--- config.mk ---
export PLATFORM = sky130hd
export DESIGN_NAME = reset_sequencer
export DESIGN_NICKNAME = d
export VERILOG_FILES = /design/src/rtl/reset_sequencer_pkg.sv /design/src/rtl/reset_sequencer_ack_sync.sv /design/src/rtl/reset_sequencer.sv
export SDC_FILE = /design/constraint.sdc
export NUM_CORES = 1
export LEC_CHECK = 0
export ABC_AREA = 1
export CAP_MARGIN = 20
export CELL_PAD_IN_SITES_DETAIL_PLACEMENT = 1
export CELL_PAD_IN_SITES_GLOBAL_PLACEMENT = 2
export CORE_MARGIN = 8
export CORE_UTILIZATION = 34
export CTS_BUF_LIST = sky130_fd_sc_hd__clkbuf_8
export DETAILED_ROUTE_END_ITERATION = 12
export PLACE_DENSITY = 0.86
export SETUP_SLACK_MARGIN = 0.3
export SYNTH_ARGS = -nofsm -noshare
export SYNTH_HDL_FRONTEND = slang
export SYNTH_SLANG_ARGS = --single-unit
--- constraint.sdc ---
create_clock -name clock -period 2.08 [get_ports clock]
set_input_delay 0.624 -clock clock [delete_from_list [all_inputs] [get_ports clock]]
set_output_delay 0.624 -clock clock [all_outputs]
set_load 0.02 [all_outputs]
--- src/rtl/reset_sequencer_pkg.sv ---
// Shared types and default constants for the reset sequencer.
// The FSM state encoding lives here so the top and any future sub-blocks agree on it.
package reset_sequencer_pkg;

  typedef enum logic [1:0] {
    HOLD = 2'd0,
    STEP = 2'd1,
    RUN  = 2'd2
  } seq_state_t;

  localparam int DEF_N_DOMAINS      = 4;
  localparam int DEF_HOLD_CYCLES    = 16;
  localparam int DEF_GAP_CYCLES     = 4;
  localparam int DEF_TIMEOUT_CYCLES = 64;

  function automatic int max_int(input int a, input int b);
    return (a > b) ? a : b;
  endfunction

endpackage

--- src/rtl/reset_sequencer_ack_sync.sv ---
// 1-bit, 3-stage synchronizer for a domain's asynchronous "out of reset" ack.
// All stages clear on the synchronous reset so a stale ack is never seen after a restart.
module ack_sync_3 (
  input  logic clock,
  input  logic reset,
  input  logic d,
  output logic q
);

  logic [2:0] stage;

  always_ff @(posedge clock) begin
    if (reset) begin
      stage <= '0;
    end else begin
      stage <= {stage[1:0], d};
    end
  end

  assign q = stage[2];

endmodule

--- src/rtl/reset_sequencer.sv ---
// Releases N_DOMAINS downstream resets one at a time after a fixed hold period,
// pacing each release on a synchronized ack with a minimum gap and a timeout.
module reset_sequencer
  import reset_sequencer_pkg::*;
#(
  parameter int N_DOMAINS      = DEF_N_DOMAINS,
  parameter int HOLD_CYCLES    = DEF_HOLD_CYCLES,
  parameter int GAP_CYCLES     = DEF_GAP_CYCLES,
  parameter int TIMEOUT_CYCLES = DEF_TIMEOUT_CYCLES
) (
  input  logic                 clock,
  input  logic                 reset,
  input  logic                 io_req,
  input  logic [N_DOMAINS-1:0] io_ack,
  output logic [N_DOMAINS-1:0] io_domain_rst,
  output logic                 io_busy,
  output logic                 io_done,
  output logic                 io_error
);

  localparam int CNT_W = $clog2(max_int(HOLD_CYCLES, TIMEOUT_CYCLES)) + 1;
  localparam int IDX_W = (N_DOMAINS > 1) ? $clog2(N_DOMAINS) : 1;

  localparam logic [CNT_W-1:0] HOLD_LAST    = CNT_W'(HOLD_CYCLES - 1);
  localparam logic [CNT_W-1:0] GAP_LAST     = CNT_W'(GAP_CYCLES - 1);
  localparam logic [CNT_W-1:0] TIMEOUT_LAST = CNT_W'(TIMEOUT_CYCLES - 1);
  localparam logic [IDX_W-1:0] IDX_LAST     = IDX_W'(N_DOMAINS - 1);

  seq_state_t             state;
  logic [CNT_W-1:0]       cnt;
  logic [IDX_W-1:0]       idx;
  logic [N_DOMAINS-1:0]   ack_s;

  logic                   ack_ok;
  logic                   timed_out;

  // Reset pattern while domain k is being stepped: only domains above k stay held.
  function automatic logic [N_DOMAINS-1:0] mask_above(input int k);
    logic [N_DOMAINS-1:0] m;
    for (int i = 0; i < N_DOMAINS; i++) begin
      m[i] = (i > k);
    end
    return m;
  endfunction

  for (genvar g = 0; g < N_DOMAINS; g++) begin : g_sync
    ack_sync_3 u_ack_sync (
      .clock (clock),
      .reset (reset),
      .d     (io_ack[g]),
      .q     (ack_s[g])
    );
  end

  // cnt counts completed cycles in the current state, so "elapsed" includes the current edge.
  assign ack_ok    = ack_s[idx] && (cnt >= GAP_LAST);
  assign timed_out = (cnt == TIMEOUT_LAST);

  // NOTE: the reset and restart branches load every flop, and all state updates use
  // non-blocking assignments so the outputs change together on one edge.
  always_ff @(posedge clock) begin
    if (reset || io_req) begin
      state         <= HOLD;
      cnt           <= '0;
      idx           <= '0;
      io_domain_rst <= '1;
      io_busy       <= 1'b1;
      io_done       <= 1'b0;
      io_error      <= 1'b0;
    end else begin
      unique case (state)
        HOLD: begin
          if (cnt == HOLD_LAST) begin
            state         <= STEP;
            cnt           <= '0;
            idx           <= '0;
            io_domain_rst <= mask_above(0);
            io_busy       <= |mask_above(0);
          end else begin
            cnt <= cnt + 1'b1;
          end
        end

        STEP: begin
          if (ack_ok || timed_out) begin
            cnt <= '0;
            if (!ack_ok) begin
              io_error <= 1'b1;
            end
            if (idx == IDX_LAST) begin
              state   <= RUN;
              io_done <= 1'b1;
            end else begin
              idx           <= idx + 1'b1;
              io_domain_rst <= mask_above(int'(idx) + 1);
              io_busy       <= |mask_above(int'(idx) + 1);
            end
          end else begin
            cnt <= cnt + 1'b1;
          end
        end

        RUN: begin
          io_domain_rst <= '0;
          io_busy       <= 1'b0;
          io_done       <= 1'b1;
        end

        default: begin
          state         <= HOLD;
          cnt           <= '0;
          idx           <= '0;
          io_domain_rst <= '1;
          io_busy       <= 1'b1;
          io_done       <= 1'b0;
        end
      endcase
    end
  end

endmodule

# [Word level (Yosys, flattened, before mapping)]
# Index checks and enable logic that the tools add are counted.
[word_totals] in_bits=7 reg_bits=30
[op_classes] order_cmp=6 mux=24 n_eq_ne=9 add_sub_neg=3 reduce_logical=10 bitwise=3
[op_table] op="case mux 7 bit (3 select lines)" n=1
[op_table] op="2-to-1 mux 7 bit" n=2
[op_table] op="2-to-1 mux 2 bit" n=6
[op_table] op="2-to-1 mux 4 bit" n=3
[op_table] op="case mux 2 bit (3 select lines)" n=2
[op_table] op="case mux 4 bit (3 select lines)" n=1
[op_table] op="AND reduction 3 bit" n=3
[op_table] op="!= test 2 bit, second input constant" n=4
[op_table] op="AND reduction 4 bit" n=2
[op_table] op="adder 7 x 1 -> 7 bit, second input constant" n=1
[op_table] op="== test 7 x 4 -> 1 bit, second input constant" n=1
[op_table] op="== test 7 x 6 -> 1 bit, second input constant" n=1
[op_table] op="greater-or-equal comparator 7 x 2 -> 1 bit, second input constant" n=1
[op_table] op="greater-than comparator 1 x 3 -> 1 bit, first input constant" n=2
[op_table] op="greater-than comparator 2 x 3 -> 1 bit, first input constant" n=2
[op_table] op="2-to-1 mux 1 bit" n=6
[op_table] op="case mux 1 bit (3 select lines)" n=2
[op_table] op="== test 2 bit, second input constant" n=2
[op_table] op="OR reduction 4 bit" n=1
[op_table] op="adder 2 x 1 -> 3 bit, second input constant" n=1
[op_table] op="< comparator 2 x 3 -> 1 bit, second input constant" n=1
[op_table] op="inverter 1 bit" n=3
[op_table] op="adder 2 x 1 -> 2 bit, second input constant" n=1
[op_table] op="binary-select mux 1 bit (select 2 bit)" n=1
[op_table] op="4 further kinds" n=5

# [Logic depth before layout (Yosys ltp)]
# Gate-level depths: netlist of run 1.
[depth] word_depth=6 mapped_depth=11 depth_no_buf=11

# [By module]
# Synthesis of run 1 repeated with hierarchy kept, for this count alone.
[unflattened] cells_unflattened=201 hier_area_um2=1514.0
[modules_own_cells] mod="reset_sequencer" n_inst=1 area_each_um2=1183.6 cells_per_inst=165
[modules_own_cells] mod="ack_sync_3" n_inst=4 area_each_um2=82.6 cells_per_inst=9

# [Worst setup path before layout of run 1]
# OpenSTA, ideal clock, no wires.
[synth_path] path_kind="register -> register" startpoint="register state[0]" endpoint="register cnt[5]" arrival_time_ps=1436 required_ps=1970 setup_ps=110 path_buffers=1 setup_slack_ps=533 path_stages_with_launch=11 cell_sequence="dfxtp_1 > inv_1 > ha_1 > buf_2 > inv_1 > nand3_1 > nor3_1 > xor2_1 > nor2_1 > nand2_1 > inv_1"
[synth_via] elab_chain_len=2
[synth_lines] item="from (decl)" line_no="reset_sequencer.sv:29" source="seq_state_t state;"
[synth_lines] item="from (signal assigned)" line_no="reset_sequencer.sv:63" source="state <= HOLD;"
[synth_lines] item="from (signal assigned)" line_no="reset_sequencer.sv:74" source="state <= STEP;"
[synth_lines] item="from (signal assigned)" line_no="reset_sequencer.sv:91" source="state <= RUN;"
[synth_lines] item="== test 2 bit (tied with other cells)" line_no="reset_sequencer.sv:71" source="unique case (state)"
[synth_lines] item="case mux 7 bit (3 select lines)" line_no="reset_sequencer.sv:71"
[synth_lines] item="to (signal assigned)" line_no="reset_sequencer.sv:80" source="cnt <= cnt + 1'b1;"
[synth_lines] item="to (signal assigned)" line_no="reset_sequencer.sv:99" source="cnt <= cnt + 1'b1;"
[synth_lines] item="to (decl)" line_no="reset_sequencer.sv:30" source="logic [CNT_W-1:0] cnt;"
# Several ways; a longest one is shown, not always the timed one.
# A chain may end at the register's enable or synchronous reset.

# [Worst setup path in the final report of run 1]
[layout_path] startpoint="register cnt[0]" endpoint="register cnt[4]"
[layout_via] elab_chain_len=5
[layout_lines] item="greater-or-equal comparator 7 x 2 -> 1 bit" line_no="reset_sequencer.sv:56" source="assign ack_ok = ack_s[idx] && (cnt >= GAP_LAST);"
[layout_lines] item="logical AND 1 bit" line_no="reset_sequencer.sv:56"
[layout_lines] item="logical OR 1 bit" line_no="reset_sequencer.sv:85" source="if (ack_ok || timed_out) begin"
[layout_lines] item="2-to-1 mux 7 bit" line_no="reset_sequencer.sv:85"
[layout_lines] item="case mux 7 bit (3 select lines) (*)" line_no="reset_sequencer.sv:71"
# Every way passes the cells marked *; elsewhere a longest branch is shown, timed or not.

==> key figures, run 1 <==
Global routing
  – GRT busiest layer: met2
  – First-pass GRT wire length: 5.58 mm
  – Initial antenna violation count: 0
  – Total track usage: 0.109
  – Grt met1 use: 0.124
  – GR Layer Usage met3: 0.0325
  – Remaining global-route overflow: 0
  – Vias in the first global route: 1276
  – Met2 Usage GRT: 0.175
  – Largest net degree at the start of global routing: 14

Setup path
  – Critical Path Max Stage Delay: 0.37 ns
  – Crit path max fanout: 7
  – Critical Path Slowest Stage Cell: dfxtp_1
  – Crit end category: register
  – WP data arrival: 1.83 ns
  – WP data required: about 2.3 ns
  – Flop2flop setup slack: around 0.44 ns
  – CP startpoint kind: register
  – Crit-path most repeated cell: nand3_4
  – Critical path class: register to register
  – CP Cell Sequence: ha_2, nand3_4, nor3_4, nand2_2, nand3_4, nand3_2, nand4_1, inv_1

CTS
  – Clock Tree Buf Depth: 2
  – Hold-fix buffers, CTS: 0
  – H-tree depth: 2
  – TritonCTS clock tree: built
  – Total CTS buffers: 5
  – Worst-Skew Late Latency: 0.29 ns
  – Clock sink total: 30
  – Root buf cell: clkbuf_8
  – Clk slew on worst S/H paths: approximately 0.070 ns

STA
  – Total Neg Setup Slack: 0 ns
  – Fmax: 610 MHz
  – Fin Hold WS: 0.405 ns
  – Worst slew margin: 0.827
  – Slew Viols, Final: 0
  – Period utilization: 0.788
  – Setup Viol. Count Final: 0
  – RSZ-0062 raised after global routing: false
  – Slew @ Worst Pin: 0.260 ns
  – Fin. Hold Viols: 0
  – Final Critical Period: approximately 1.6 ns
  – Post-Route Skew: 0.0111 ns

Synth
  – Post-synth top flop: dfxtp_1
  – Mapped Avg Cell Area: 7.40 um2
  – Synth area leader: dfxtp_1
  – Top-count cell post-synth: nand2_1
  – Post-synthesis sequential area ratio: 0.400
  – Post-synth EDFFs: 0
  – Synth top area share: 0.400
  – Top cells by area, synth: dfxtp_1, nand2_1, inv_1
  – Mapped Nets: around 220
  – Top cells by count, synth: nand2_1, inv_1, nor2_1
  – FFs w/ async S/R, synth: 0
  – Register bit count reported by yosys: 30
  – Syn Inst Count: 203
  – Synth Cell Area: between 1500 and 2000 um2
  – Count of cell types in the netlist: 22
  – Warnings from Yosys: 0

Finish
  – Filler cells: 538
  – Layout cells sized above 1: 0.128
  – Post-layout util: 0.424
  – Cell area after layout: 1820 um2
  – Ant. Diodes: 0
  – Layout area overhead: 21.2%
  – Post-layout nets: approximately 240

Route
  – DRC: 0
  – DRT antenna net count: 0
  – Initial drt markers: 57
  – Routed length per placed instance: 11.7 um
  – Via/cell ratio: 4.56
  – Router iterations before antenna repair: 4
  – DR vias: around 1300
  – WL final: 3.25 mm

Placement
  – Final GP Congestion: 0.730
  – I/O Buffers: 13
  – Area after DPL: ~1700 um2
  – HPWL Detailed: around 2.4 mm

Die
  – # IOs: 14
  – Die Y-Extent: 82.5 um
  – Starting density of the core: 0.350
  – Die area: 6800 um2
  – Die X-Extent: 82.5 um
  – Row count: 24
  – Core ar.: 4290 um2

Status
  – Run status: finished, final reports clean

Power
  – Leakage: ~0.00086 uW
  – Power Density: 624 nW/um2
  – Worst VDD drop: 0.300 mV
  – PnR Total Power: 1140 uW

Job
  – Max-cap violations: 0

Worst hold path
  – Hold WC Path Type: register to register
kinds of logic (layout without fill, tap and decap cells):
logic type | after synthesis | count (layout) | synth area share
adder cells (fa/ha/maj) | 9 | 9 | 0.0749
flip-flops | 30 | 30 | 0.400
buffers and inverters | 45 | 67 | 0.122
XOR/XNOR | 3 | 3 | 0.0175
AND/OR/NAND/NOR | 106 | 107 | 0.344
AO/OA/AOI/OAI | 10 | 10 | 0.0425
metal layers:
metal / part of all wire / vias to the layer above
met5: 0 / -
met1: 0.46 / 572
met3: 0.051 / 6
met2: 0.46 / 21
met4: 0.024 / 0
li1: - / 668
path summary, 6_finish.rpt:
kind                                               startpoint                            end  cells past startpoint
worst max register to register                         cnt[0]                         cnt[4]                      8
worst min-delay path            g_sync[2].u_ack_sync.stage[0]  g_sync[2].u_ack_sync.stage[1]                      2
worst max-delay path                                   cnt[0]                         cnt[4]                      8
worst min register to register  g_sync[2].u_ack_sync.stage[0]  g_sync[2].u_ack_sync.stage[1]                      2
repair_timing:
| item | in CTS | in global routing |
|---|---|---|
| setup buffers | 0 | 0 |
| gates resized for setup | 7 | 4 |
| setup endpoints to repair | 7 | 10 |
| cloned | 0 | 1 |
metrics by stage:
stage               cells  setup WS [ns]
floorplan             203          0.533
global placement      269          0.388
detailed placement    269          0.314
CTS                   277          0.302
global route          278          0.307
finish                278          0.441
sequential cells by signal, summed over array words and instances (netlist names):
signal,cells
g_sync.u_ack_sync.stage,12
cnt,7
io_domain_rst,4
idx,2
state,2
io_busy,1
io_done,1
io_error,1
critical path, delay by kind of cell (launching register included):
kind | cells | cell delay [ns]
buf+inv | 1 | 0.04
fa+ha+maj | 1 | 0.23
simple gates | 6 | 0.88
flops | 1 | 0.37
area by class of cell:
class | count | area (um2) | area share
Clock buffer | 6 | 82.6 | 0.0453
Clock inverter | 2 | 12.5 | 0.00687
Inverter | 40 | 150 | 0.0824
Multi-Input combinational cell | 129 | 744 | 0.409
Sequential cell | 30 | 601 | 0.330
Tap cell | 52 | 65.1 | 0.0357
Timing Repair Buffer | 19 | 166 | 0.0913
report_power, final:
part           internal [uW]  switching [uW]
Clock                    266             241
Sequential               585            4.00
Combinational           20.1            20.1
Total                    871             265
cell usage in the layout (no fill, tap or decap):
master           netlist  final
xnor2_1                1      1
clkbuf_8               0      6
nand2_2                2      2
clkdlybuf4s50_1        0      6
nand4_1                9      9
nor3_2                 1      1
clkinvlp_4             0      1
clkinv_2               0      1
nand3_1               14     12
o21ai_0                3      3
nor3_1                 1      1
buf_4                  0      6
a21oi_1                5      5
o21ai_4                1      1
nand3_2                2      5
nor2_1                32     32
ha_2                   0      2
nand2_1               41     41
dfxtp_1               30     30
nor3_4                 1      1
dlygate4sd2_1          0      7
nand3_4                3      3
ha_1                   9      7
xor2_1                 2      2
inv_1                 40     40
o211ai_1               1      1
(Power assumes the default switching activity.)
==> inputs of run 2 (changes only) <==
--- a/config.mk
+++ b/config.mk
@@ -10,10 +10,10 @@
 export CELL_PAD_IN_SITES_DETAIL_PLACEMENT = 1
 export CELL_PAD_IN_SITES_GLOBAL_PLACEMENT = 2
 export CORE_MARGIN = 8
-export CORE_UTILIZATION = 34
+export CORE_UTILIZATION = 30
 export CTS_BUF_LIST = sky130_fd_sc_hd__clkbuf_8
 export DETAILED_ROUTE_END_ITERATION = 12
-export PLACE_DENSITY = 0.86
+export PLACE_DENSITY = 0.81
 export SETUP_SLACK_MARGIN = 0.3
 export SYNTH_ARGS = -nofsm -noshare
 export SYNTH_HDL_FRONTEND = slang
==> constraint.sdc (replaced) <==
create_clock -name clock -period 1.5 [get_ports clock]
set_input_delay 0.45 -clock clock [delete_from_list [all_inputs] [get_ports clock]]
set_output_delay 0.45 -clock clock [all_outputs]
set_load 0.02 [all_outputs]
==> run 2 against run 1 <==
Net effect: the run now ends with setup timing left; fmax is 6.9% higher; critical path depth stayed put; via count is 7.9% higher; sequential share of layout area is 4.2 points lower; critical endpoint is now io_domain_rst[0]; combinational power is 62% higher; sequential power is 39% higher; die area is 11% higher; largest cell class unchanged; power is 52% higher; clock power is 66% higher.
==> key figures, run 2 (synthesis gave the netlist of run 1 again) <==
Status
  – Run status: complete, but fails checks
  – Failing checks: setup timing

Route
  – DR vias: ~1400
  – Routed length per placed instance: 11.9 um
  – Router iterations before antenna repair: 4
  – Initial drt markers: 20
  – DRT antenna net count: 0
  – DRC: 0
  – Via/cell ratio: between 4 and 5
  – WL final: about 3.7 mm

Finish
  – Top reg by flops: g_sync.u_ack_sync.stage
  – Most common cell after layout, fill and taps aside: inv_1
  – Ant. Diodes: 0
  – Layout cells sized above 1: 0.325
  – Max FFs per register: 12
  – Post-layout util: 0.446
  – Post-layout nets: 258
  – Most frequent cells in the layout: inv_1, nand2_1, nor2_1
  – Layout area overhead: 42.0%
  – Top flop regs: g_sync.u_ack_sync.stage x12, cnt x7, io_domain_rst x4

STA
  – Worst Setup Slack, final: -0.0340 ns
  – Slew @ Worst Pin: between 0.2 and 0.3 ns
  – Period utilization: 1.02
  – Slew Viols, Final: 0
  – Worst slew margin: 0.812
  – Fin. Hold Viols: 0
  – RSZ-0062 raised after global routing: true
  – Fmax: 652 MHz
  – Post-Route Skew: 0.00717 ns
  – Final Critical Period: 1.53 ns
  – Setup Viol. Count Final: 9

CTS
  – Clock Tree Buf Depth: 2
  – Hold-fix buffers, CTS: 0
  – Clk slew on worst S/H paths: 0.07 ns
  – Root buf cell: clkbuf_8
  – TritonCTS clock tree: built
  – H-tree depth: 2
  – Worst-Skew Late Latency: 0.29 ns
  – Total CTS buffers: 5
  – Clock sink total: 30

Die
  – Die X-Extent: roughly 87 um
  – # IOs: 14
  – Row count: 25
  – Core ar.: 4790 um2
  – Die Y-Extent: around 87 um
  – Starting density of the core: 0.314
  – Die area: 7530 um2

Placement
  – HPWL Detailed: roughly 2.7 mm
  – I/O Buffers: 13
  – Final GP Congestion: around 0.75

Global routing
  – Initial antenna violation count: 0
  – Vias in the first global route: 1404
  – Total track usage: 0.107
  – Remaining global-route overflow: 0
  – Largest net degree at the start of global routing: 13
  – First-pass GRT wire length: 6.24 mm

Setup path
  – Crit path max fanout: 7
  – Critical path class: register to register
  – WP data required: 1.66 ns
  – CP startpoint kind: register
  – Crit end category: register
  – WP data arrival: 1.70 ns

Power
  – Clock share of power: 0.489
  – Internal: ~1300 uW
  – Worst VDD drop: 0.683 mV
  – Power Density: slightly above 800 nW/um2
  – Leakage: 0.000987 uW
  – Switching Power: between 300 and 400 uW
  – Sequential share of power: 0.474
  – Combinational fraction of design power: 0.038
  – Sw frac: 0.224
  – PnR Total Power: 1730 uW

Job
  – Max-cap violations: 0

Worst hold path
  – Hold WC Path Type: register to register
run 2: changes by cell type in the layout (fill, tap and decap cells not counted), sizes merged:
cell and delta:
buf +24, bufinv +1, clkinv -1, clkinvlp +1, dlygate4sd2 -7, nand3 -1
run 2: final cells by class:
class,count,area [um2]
multi-input cells,128,815
clock inverters,3,45.0
flip-flops and latches,30,613
well taps,67,83.8
fillers,579,2650
repair buffers,37,355
clock buffers,5,68.8
inverters,40,153
run 2: worst max-delay path: stages (launching register included):
cell and delay [ns]:
dfxtp_2 0.36, ha_4 0.17, nand3_4 0.10, buf_6 0.14, o21ai_4 0.22, buf_6 0.17, nand3_4 0.09, nand2_1 0.07
nand3_1 0.07
run 2: worst paths after layout:
kind	startpoint	to	slack [ns]	cells past startpoint
worst max register to register	cnt[0]	io_domain_rst[0]	-0.03	8
worst min-delay path	g_sync[1].u_ack_sync.stage[1]	g_sync[1].u_ack_sync.stage[2]	0.41	2
worst min register to register	g_sync[1].u_ack_sync.stage[1]	g_sync[1].u_ack_sync.stage[2]	0.41	2
worst max-delay path	cnt[0]	io_domain_rst[0]	-0.03	8
run 2: power by group through the flow:
stage                     registers [uW]  logic (uW)  clock network, uW
after floorplan                      836        29.9                  0
after global placement               835        62.7                  0
after detailed placement             836        64.6                  0
after CTS                            818        66.1                873
after global routing                 819        76.1                902
final                                818        65.1                843
run 2: metrics by stage:
stage	worst slack (ns)	cell area, um2	instances	setup TNS, ns	hold slack [ns]
2_1_floorplan	0.0449	1540	203	0	0.388
3_3_place_gp	0.00738	1860	297	0	0.389
3_5_place_dp	-0.0613	1860	297	-0.441	0.397
4_1_cts	-0.00811	2060	307	-0.0247	0.407
5_1_grt	-0.132	2130	310	-1.36	0.426
6_report	-0.0340	2130	310	-0.142	0.406
run 2: routing by layer:
layer,GRT usage,part of all wire
met1,0.119,0.43
met2,0.181,0.50
met3,0.0331,0.043
met4,0.0516,0.022
met5,0,0
run 2: timing repair:
action                                  4_1_cts  5_1_grt
endpoints found under the setup margin       25       25
setup buffers                                 2        2
pin swaps                                     6        5
gates resized for setup                      61       11
gates cloned                                  0        1
